## src/rtl/tt_mux_sel_ctrl.sv

```systemverilog
// Project-select mux controller: holds the selected project address and sequences
// enable, clock gate and user reset on the way into and out of a running project.
module tt_mux_sel_ctrl #(
   parameter int ADDR_W     = 9,
   parameter int NUM_PROJ   = 512,
   parameter int RST_CYCLES = 4
) (
   input  logic              clk,
   input  logic              rst_n,
   input  logic              sel_inc,
   input  logic              sel_clr,
   input  logic              sel_ena,
   output logic [ADDR_W-1:0] addr,
   output logic              ena,
   output logic              clk_en,
   output logic              u_rst_n,
   output logic              busy
);

   typedef enum logic [2:0] {
      S_OFF, S_ENA, S_RST, S_RUN, S_STOP_RST, S_STOP_CLK
   } state_t;

   localparam logic [7:0] CNT_LOAD = 8'(RST_CYCLES - 1);

   state_t            state_q, state_d;
   logic [ADDR_W-1:0] addr_q, addr_d;
   logic [7:0]        cnt_q, cnt_d;
   logic              pend_inc_q, pend_inc_d;
   logic              pend_clr_q, pend_clr_d;
   logic [3:0]        out_q, out_d;

   function automatic logic [ADDR_W-1:0] next_addr(input logic [ADDR_W-1:0] a);
      if (a == ADDR_W'(NUM_PROJ - 1)) return '0;
      return a + ADDR_W'(1);
   endfunction

   // Output tuple {ena, clk_en, u_rst_n, busy} for a given state.
   function automatic logic [3:0] decode(input state_t s);
      case (s)
         S_ENA:      return 4'b1001;
         S_RST:      return 4'b1101;
         S_RUN:      return 4'b1110;
         S_STOP_RST: return 4'b1101;
         S_STOP_CLK: return 4'b1001;
         default:    return 4'b0000;
      endcase
   endfunction

   always_comb begin
      state_d    = state_q;
      addr_d     = addr_q;
      cnt_d      = cnt_q;
      pend_inc_d = pend_inc_q;
      pend_clr_d = pend_clr_q;
      case (state_q)
         S_OFF: begin
            if (sel_clr)      addr_d  = '0;
            else if (sel_inc) addr_d  = next_addr(addr_q);
            else if (sel_ena) state_d = S_ENA;
         end
         S_ENA: begin
            state_d = S_RST;
            cnt_d   = CNT_LOAD;
         end
         S_RST: begin
            if (cnt_q == 8'd0) state_d = S_RUN;
            else               cnt_d   = cnt_q - 8'd1;
         end
         S_RUN: begin
            // Address must not move while the project is live; defer the command.
            if (sel_clr)      pend_clr_d = 1'b1;
            else if (sel_inc) pend_inc_d = 1'b1;
            if (!sel_ena || sel_inc || sel_clr) state_d = S_STOP_RST;
         end
         S_STOP_RST: state_d = S_STOP_CLK;
         S_STOP_CLK: begin
            state_d = S_OFF;
            if (pend_clr_q)      addr_d = '0;
            else if (pend_inc_q) addr_d = next_addr(addr_q);
            pend_inc_d = 1'b0;
            pend_clr_d = 1'b0;
         end
         default: state_d = S_OFF;
      endcase
      out_d = decode(state_d);
   end

   always_ff @(posedge clk) begin
      if (!rst_n) begin
         state_q    <= S_OFF;
         addr_q     <= '0;
         cnt_q      <= 8'd0;
         pend_inc_q <= 1'b0;
         pend_clr_q <= 1'b0;
         out_q      <= 4'b0000;
      end else begin
         state_q    <= state_d;
         addr_q     <= addr_d;
         cnt_q      <= cnt_d;
         pend_inc_q <= pend_inc_d;
         pend_clr_q <= pend_clr_d;
         out_q      <= out_d;
      end
   end

   assign addr                         = addr_q;
   assign {ena, clk_en, u_rst_n, busy} = out_q;

endmodule

```

## config.mk

```make
export PLATFORM = sky130hd
export DESIGN_NAME = tt_mux_sel_ctrl
export DESIGN_NICKNAME = d
export VERILOG_FILES = /design/src/rtl/tt_mux_sel_ctrl.sv
export SDC_FILE = /design/constraint.sdc
export NUM_CORES = 1
export LEC_CHECK = 0
export ABC_CLOCK_PERIOD_IN_PS = 5100
export BUFFER_PORTS_ARGS = -buffer_cell sky130_fd_sc_hd__buf_2
export CAP_MARGIN = 5
export CORE_MARGIN = 2
export CORE_UTILIZATION = 35
export DETAILED_ROUTE_END_ITERATION = 10
export MAX_ROUTING_LAYER = met4
export SKIP_LAST_GASP = 1
export SYNTH_ARGS = -nofsm -noshare
export SYNTH_HDL_FRONTEND = slang
export SYNTH_SLANG_ARGS = --single-unit
```

## constraint.sdc

```tcl
create_clock -name clk -period 5.1 [get_ports clk]
set_input_delay 1.02 -clock clk [delete_from_list [all_inputs] [get_ports clk]]
set_output_delay 1.02 -clock clk [all_outputs]
set_load 0.02 [all_outputs]
```

==> qor.yml, run 1 <==
status:
  outcome: "complete, no violations"
yosys:
  syn_nets: 163
  ys_types: 47
  yosysWarnings: 0
  ys_seq_area_share_pct: 39.7
  synth_cells: 155
  synth-xor-area-share_pct: 2.00
  synth_ff_type: "dfxtp_1"
  ys_async_sr_fraction_pct: 0
  synth.cell_area_mm2: 0.00131
  synth_compound_area_share_pct: 23.8
  synth_top_family_by_area: "simple AND/OR/NAND/NOR gates"
  synth_edf_count: 0
  synth_mux_area_share_pct: 2.29
  yosys.area_share.simple_pct: 24.4
  ys_ff_latch: 26
  synthAdderAreaFrac_pct: 2.86
  avgSynthCellArea_um2: 8.46
cells_and_area:
  nets: 177
  layoutNonFillerInstCount: 216
  multi_input_area_um2: 726
  n_fill_cell: 387
  antenna_cells: 0
  drive_above_1_share_pct: 13.7
  syn_to_final_growth_pct: 13.3
  regArea_um2: 520
  layout_commonest_cell: "dfxtp_1"
  final_cell_mix: "26 x dfxtp_1, 17 x buf_2, 16 x a21oi_1"
floorplan:
  die_h_um: 65.2
  io_pins: 18
  initial_utilization_pct: 36.1
  die_w_um: 65.2
  dieArea_mm2: 0.00425
  core_area_mm2: 0.00363
  num_rows: 22
critical_path:
  crit_path_cell_trace: "buf_2 > nor2_1 > o32a_1 > o21ai_0 > nor2_1"
  critical_path_class: "in2reg"
  critPathTopFamily: "compound AO/OA/AOI/OAI gates"
  r2r_end: "cnt_q[7]$_SDFFE_PN0P_"
  critPathArrivalTime_ns: 2.40
  setup.worst_path.start_class: "primary input"
  cp_data_required_time_ns: 5.25
  r2r_setup_slack_ns: 2.96
  reg2reg_depth: 6
  cp_num_buf_inv: 1
  slowest_stage: "o21ai_0"
  worstSetupEndpointType: "register"
  slowest_delay_ns: 0.54
  path_max_fanout: 12
  crit_top_cell: "nor2_1"
  worstReg2RegStart: "cnt_q[0]$_SDFFE_PN0P_"
timing:
  worst_pin_slew_ns: 0.744
  final.setup.tns_ns: 0
  min_period_ns: 2.24
  fmax_mhz: 445
  finalClockSkew_ns: 0.00134
  post-route-period-util_pct: 44.0
  hold_viol: 0
  slew_headroom_pct: 50.0
  rsz0062_at_grt: "false"
  slew_violations: 0
  final-setup-viol-count: 0
detailed_routing:
  drtAntennaViolNets: 0
  drc: 0
  via_count: 1195
  firstDrtPassIters: 4
  drt_iter0_markers: 81
  viasPerCell: 5.53
  wl_per_cell_um: 13.0
  totalWireLength_um: 2820
clock_tree:
  cts_resized: 0
  clk_latency_ns: 0.28
  cts_setup_buffers: 0
  cts_tree: "done"
  ctsHoldBuffers: 0
  numCtsBuffers: 3
  cts_num_sinks: 26
  cts_buffer_depth: 2
  path_clk_slew_ns: 0.09
  htreeDepth: 1
  root_buffer: "clkbuf_8"
global_routing:
  grt_antenna_before_repair: 0
  first_global_vias: 1167
  grt_pass1_wl_um: 5000
  grtUsageTotal_pct: 15.2
  grt_overflow_total: 0
  grt_start_max_net_pins: 20
power_and_ir_drop:
  ir_drop_mv: 0.135
  power_leakage_uw: 0.000551
  powerDensity_mw_per_mm2: 394
placed_design:
  hpwl_um: 2090
  gp_congestion: 0.815
  placed_cells: 212
  portBuffers: 17
min_path:
  min_path_cells: 2
  min-delay-start: "cnt_q[6]$_SDFFE_PN0P_"
  hold_path_end: "cnt_q[6]$_SDFFE_PN0P_"
  hold_class: "reg2reg"
run:
  drv_cap: 0
-- worst min-delay path, cell delays in order, from the launching register on --
cell	delay (ns)
dfxtp_1	0.34
o41ai_1	0.06
a21oi_1	0.05
-- kinds of logic (layout without fill, tap and decap cells) --
kind of cell | count (synthesis) | in the layout
and+or+nand+nor | 59 | 59
AOI/OAI and AO/OA | 47 | 47
adders and majority gates | 3 | 3
buffers and inverters | 14 | 27
xor gates and xnor gates | 3 | 3
DFF | 26 | 26
muxes | 3 | 3
-- synth_stat cells (all sizes together) (2+ instances only) --
library cell  count  area [µm²]
a31o              2        17.5
o41ai             2        17.5
nor3b             2        15.0
nor2             14        52.6
a311oi            2        17.5
o31ai             6        45.0
nand2            15        56.3
ha                3        37.5
mux2i             3        30.0
nand3             3        15.0
buf               3        23.8
nor4b             2        17.5
or4               4        30.0
inv               5        18.8
or3               5        31.3
nor4              2        12.5
xnor2             2        17.5
o21ai             8        40.0
nor3              2        10.0
clkbuf            5        18.8
dfxtp            26         521
a21oi            16        80.1
-- worst max path at each step --
stage / from / end / cells past startpoint
after detailed placement: sel_clr / addr[2]$_SDFFE_PN0P_ / 5
final: sel_clr / addr[0]$_SDFFE_PN0P_ / 5
after CTS: sel_clr / addr[2]$_SDFFE_PN0P_ / 5
after global routing: sel_clr / addr[0]$_SDFFE_PN0P_ / 5
after floorplan: sel_clr / addr[7]$_SDFFE_PN0P_ / 5
after global placement: sel_clr / addr[2]$_SDFFE_PN0P_ / 5
-- per-layer routing --
metal / wire [µm] / vias up / global-route usage (%)
met5: 0 / - / -
met4: 48 / 0 / 6.25
met3: 60 / 5 / 2.57
met2: 1420 / 12 / 26.9
met1: 1290 / 573 / 17.0
li1: - / 605 / -
-- cell type report --
type,instances,share of cell area [%]
sequential,26,35.0
clock buffer,3,2.78
inverter,6,1.52
multi-input combinational,115,48.9
clock inverter,1,2.02
tap,48,4.04
timing repair buffer,17,5.73
-- stage by stage --
stage / worst slack [ns] / utilization [%] / hold WS, ns / instance area [µm²] / power, µW
2_1_floorplan: 2.86 / - / 0.452 / 1310 / 382
3_3_place_gp: 2.60 / 38.9 / 0.467 / 1410 / 411
3_5_place_dp: 2.56 / 38.9 / 0.481 / 1410 / 416
4_1_cts: 2.86 / 40.9 / 0.496 / 1490 / 589
5_1_grt: 2.71 / 40.9 / 0.532 / 1490 / 626
6_report: 2.86 / 40.9 / 0.495 / 1490 / 586
-- power by group --
part | switching (µW) | internal [µW]
clock network | 69.5 | 105
registers | 26.9 | 226
logic | 96.1 | 62.1
-- registers in the layout, indices dropped and copies added, names as in the netlist --
| name | count |
|---|---|
| addr | 9 |
| cnt_q | 8 |
| out_q | 4 |
| state_q | 3 |
| pend_clr_q | 1 |
| pend_inc_q | 1 |
No activity file was read; power rests on OpenSTA's default activity.
==> inputs of run 2 (changes only) <==
ABC_CLOCK_PERIOD_IN_PS = 2250   (was 5100)
clock period = 2.25 ns   (was 5.1 ns; I/O delays follow)
==> qor.yml, run 2 (same netlist as run 1, synthesis figures left out) <==
clock_tree:
  cts_tree: "done"
  path_clk_slew_ns: 0.10
  root_buffer: "clkbuf_8"
  clk_latency_ns: 0.28
  cts_setup_buffers: 0
  cts_num_sinks: 26
  numCtsBuffers: 3
  ctsHoldBuffers: 0
  htreeDepth: 1
  cts_buffer_depth: 2
  cts_resized: 0
timing:
  hold_viol: 0
  slew_violations: 0
  finalClockSkew_ns: 0.00198
  min_period_ns: 2.12
  final.setup.tns_ns: 0
  fmax_mhz: 471
  worst_pin_slew_ns: 0.647
  rsz0062_at_grt: "false"
  final-setup-viol-count: 0
  post-route-period-util_pct: 94.4
  slew_headroom_pct: 56.5
floorplan:
  num_rows: 22
  core_area_mm2: 0.00363
  die_h_um: 65.2
  initial_utilization_pct: 36.1
  die_w_um: 65.2
  dieArea_mm2: 0.00425
  io_pins: 18
critical_path:
  worstSetupEndpointType: "register"
  path_max_fanout: 11
  critPathArrivalTime_ns: 2.34
  cp_data_required_time_ns: 2.46
  setup.worst_path.start_class: "register"
  r2r_setup_slack_ns: 0.13
  critical_path_class: "reg2reg"
power_and_ir_drop:
  seqPwrFrac_pct: 42.0
  powerDensity_mw_per_mm2: 882
  switchingPower_uw: 450
  p_sw_share_pct: 33.4
  comb_power_share_pct: 28.5
  p_clk_share_pct: 29.6
  internal-power_uw: 900
  ir_drop_mv: 0.394
  power_leakage_uw: 0.000582
global_routing:
  grt_antenna_before_repair: 0
  grtUsageTotal_pct: 15.3
  grt_start_max_net_pins: 16
  first_global_vias: 1132
  grt_overflow_total: 0
  grt_pass1_wl_um: 5020
detailed_routing:
  via_count: 1230
  wl_per_cell_um: 13.5
  firstDrtPassIters: 4
  drc: 0
  viasPerCell: 5.54
  drt_iter0_markers: 80
  drtAntennaViolNets: 0
  totalWireLength_um: 2990
cells_and_area:
  drive_above_1_share_pct: 16.7
  final_cell_mix: "26 x dfxtp_1, 17 x buf_2, 16 x a21oi_1"
  nets: 183
  largest_reg_flops: 9
  final_core_util_pct: 42.1
  syn_to_final_growth_pct: 16.7
  antenna_cells: 0
  layoutNonFillerInstCount: 222
  layout_commonest_cell: "dfxtp_1"
min_path:
  hold_class: "in2reg"
placed_design:
  hpwl_um: 2190
  portBuffers: 17
  placed_cells: 218
  gp_congestion: 0.789
status:
  outcome: "complete, no violations"
run:
  drv_cap: 0
## run 2: cell types whose count changed in the layout (fill, tap and decap cells not counted), sizes merged
cell	change
buf	+6
## run 2: final cells by class
cell class | instances | area (µm²)
multi-input cells | 115 | 726
flip-flops and latches | 26 | 520
fillers | 397 | 2100
repair buffers | 23 | 130
well taps | 48 | 60.1
clock inverters | 1 | 30.0
inverters | 6 | 22.5
clock buffers | 3 | 41.3
## run 2: final timing paths
check,from,to,cells after the start
min,sel_ena,state_q[1]$_SDFF_PN0_,3
max,cnt_q[0]$_SDFFE_PN0P_,cnt_q[5]$_SDFFE_PN0P_,6
max reg2reg,cnt_q[0]$_SDFFE_PN0P_,cnt_q[5]$_SDFFE_PN0P_,6
min reg2reg,cnt_q[6]$_SDFFE_PN0P_,cnt_q[6]$_SDFFE_PN0P_,2
## run 2: per-stage QoR
| stage | cell area, µm² | hold WS (ns) | total power [µW] | setup slack (ns) |
|---|---|---|---|---|
| after global routing | 1530 | 0.495 | 1420 | 0.0267 |
| after floorplan | 1310 | 0.452 | 866 | 0.292 |
| final | 1530 | 0.480 | 1350 | 0.127 |
| after detailed placement | 1460 | 0.475 | 956 | 0.171 |
| after CTS | 1530 | 0.479 | 1350 | 0.144 |
| after global placement | 1460 | 0.463 | 941 | 0.207 |
## run 2: per-layer routing
layer | up-vias | track usage, % | share of wire [%]
met5 | - | - | 0
met4 | 0 | 5.47 | 1.2
met3 | 5 | 2.91 | 2.7
met2 | 18 | 26.3 | 52
met1 | 590 | 17.8 | 44
li1 | 617 | - | -
## run 2: power by group through the flow
stage	sequential (µW)	combinational (µW)	clock, µW
floorplan	576	290	0
global placement	573	368	0
detailed placement	577	379	0
CTS	566	383	400
global route	576	428	415
finish	566	384	399
## run 2: worst max-delay path, stage by stage (launching register included)
cell and delay (ns):
dfxtp_1 0.38, inv_1 0.09, ha_1 0.21, nor3b_1 0.19, a311o_1 0.50, or4b_1 0.53, a21oi_1 0.15
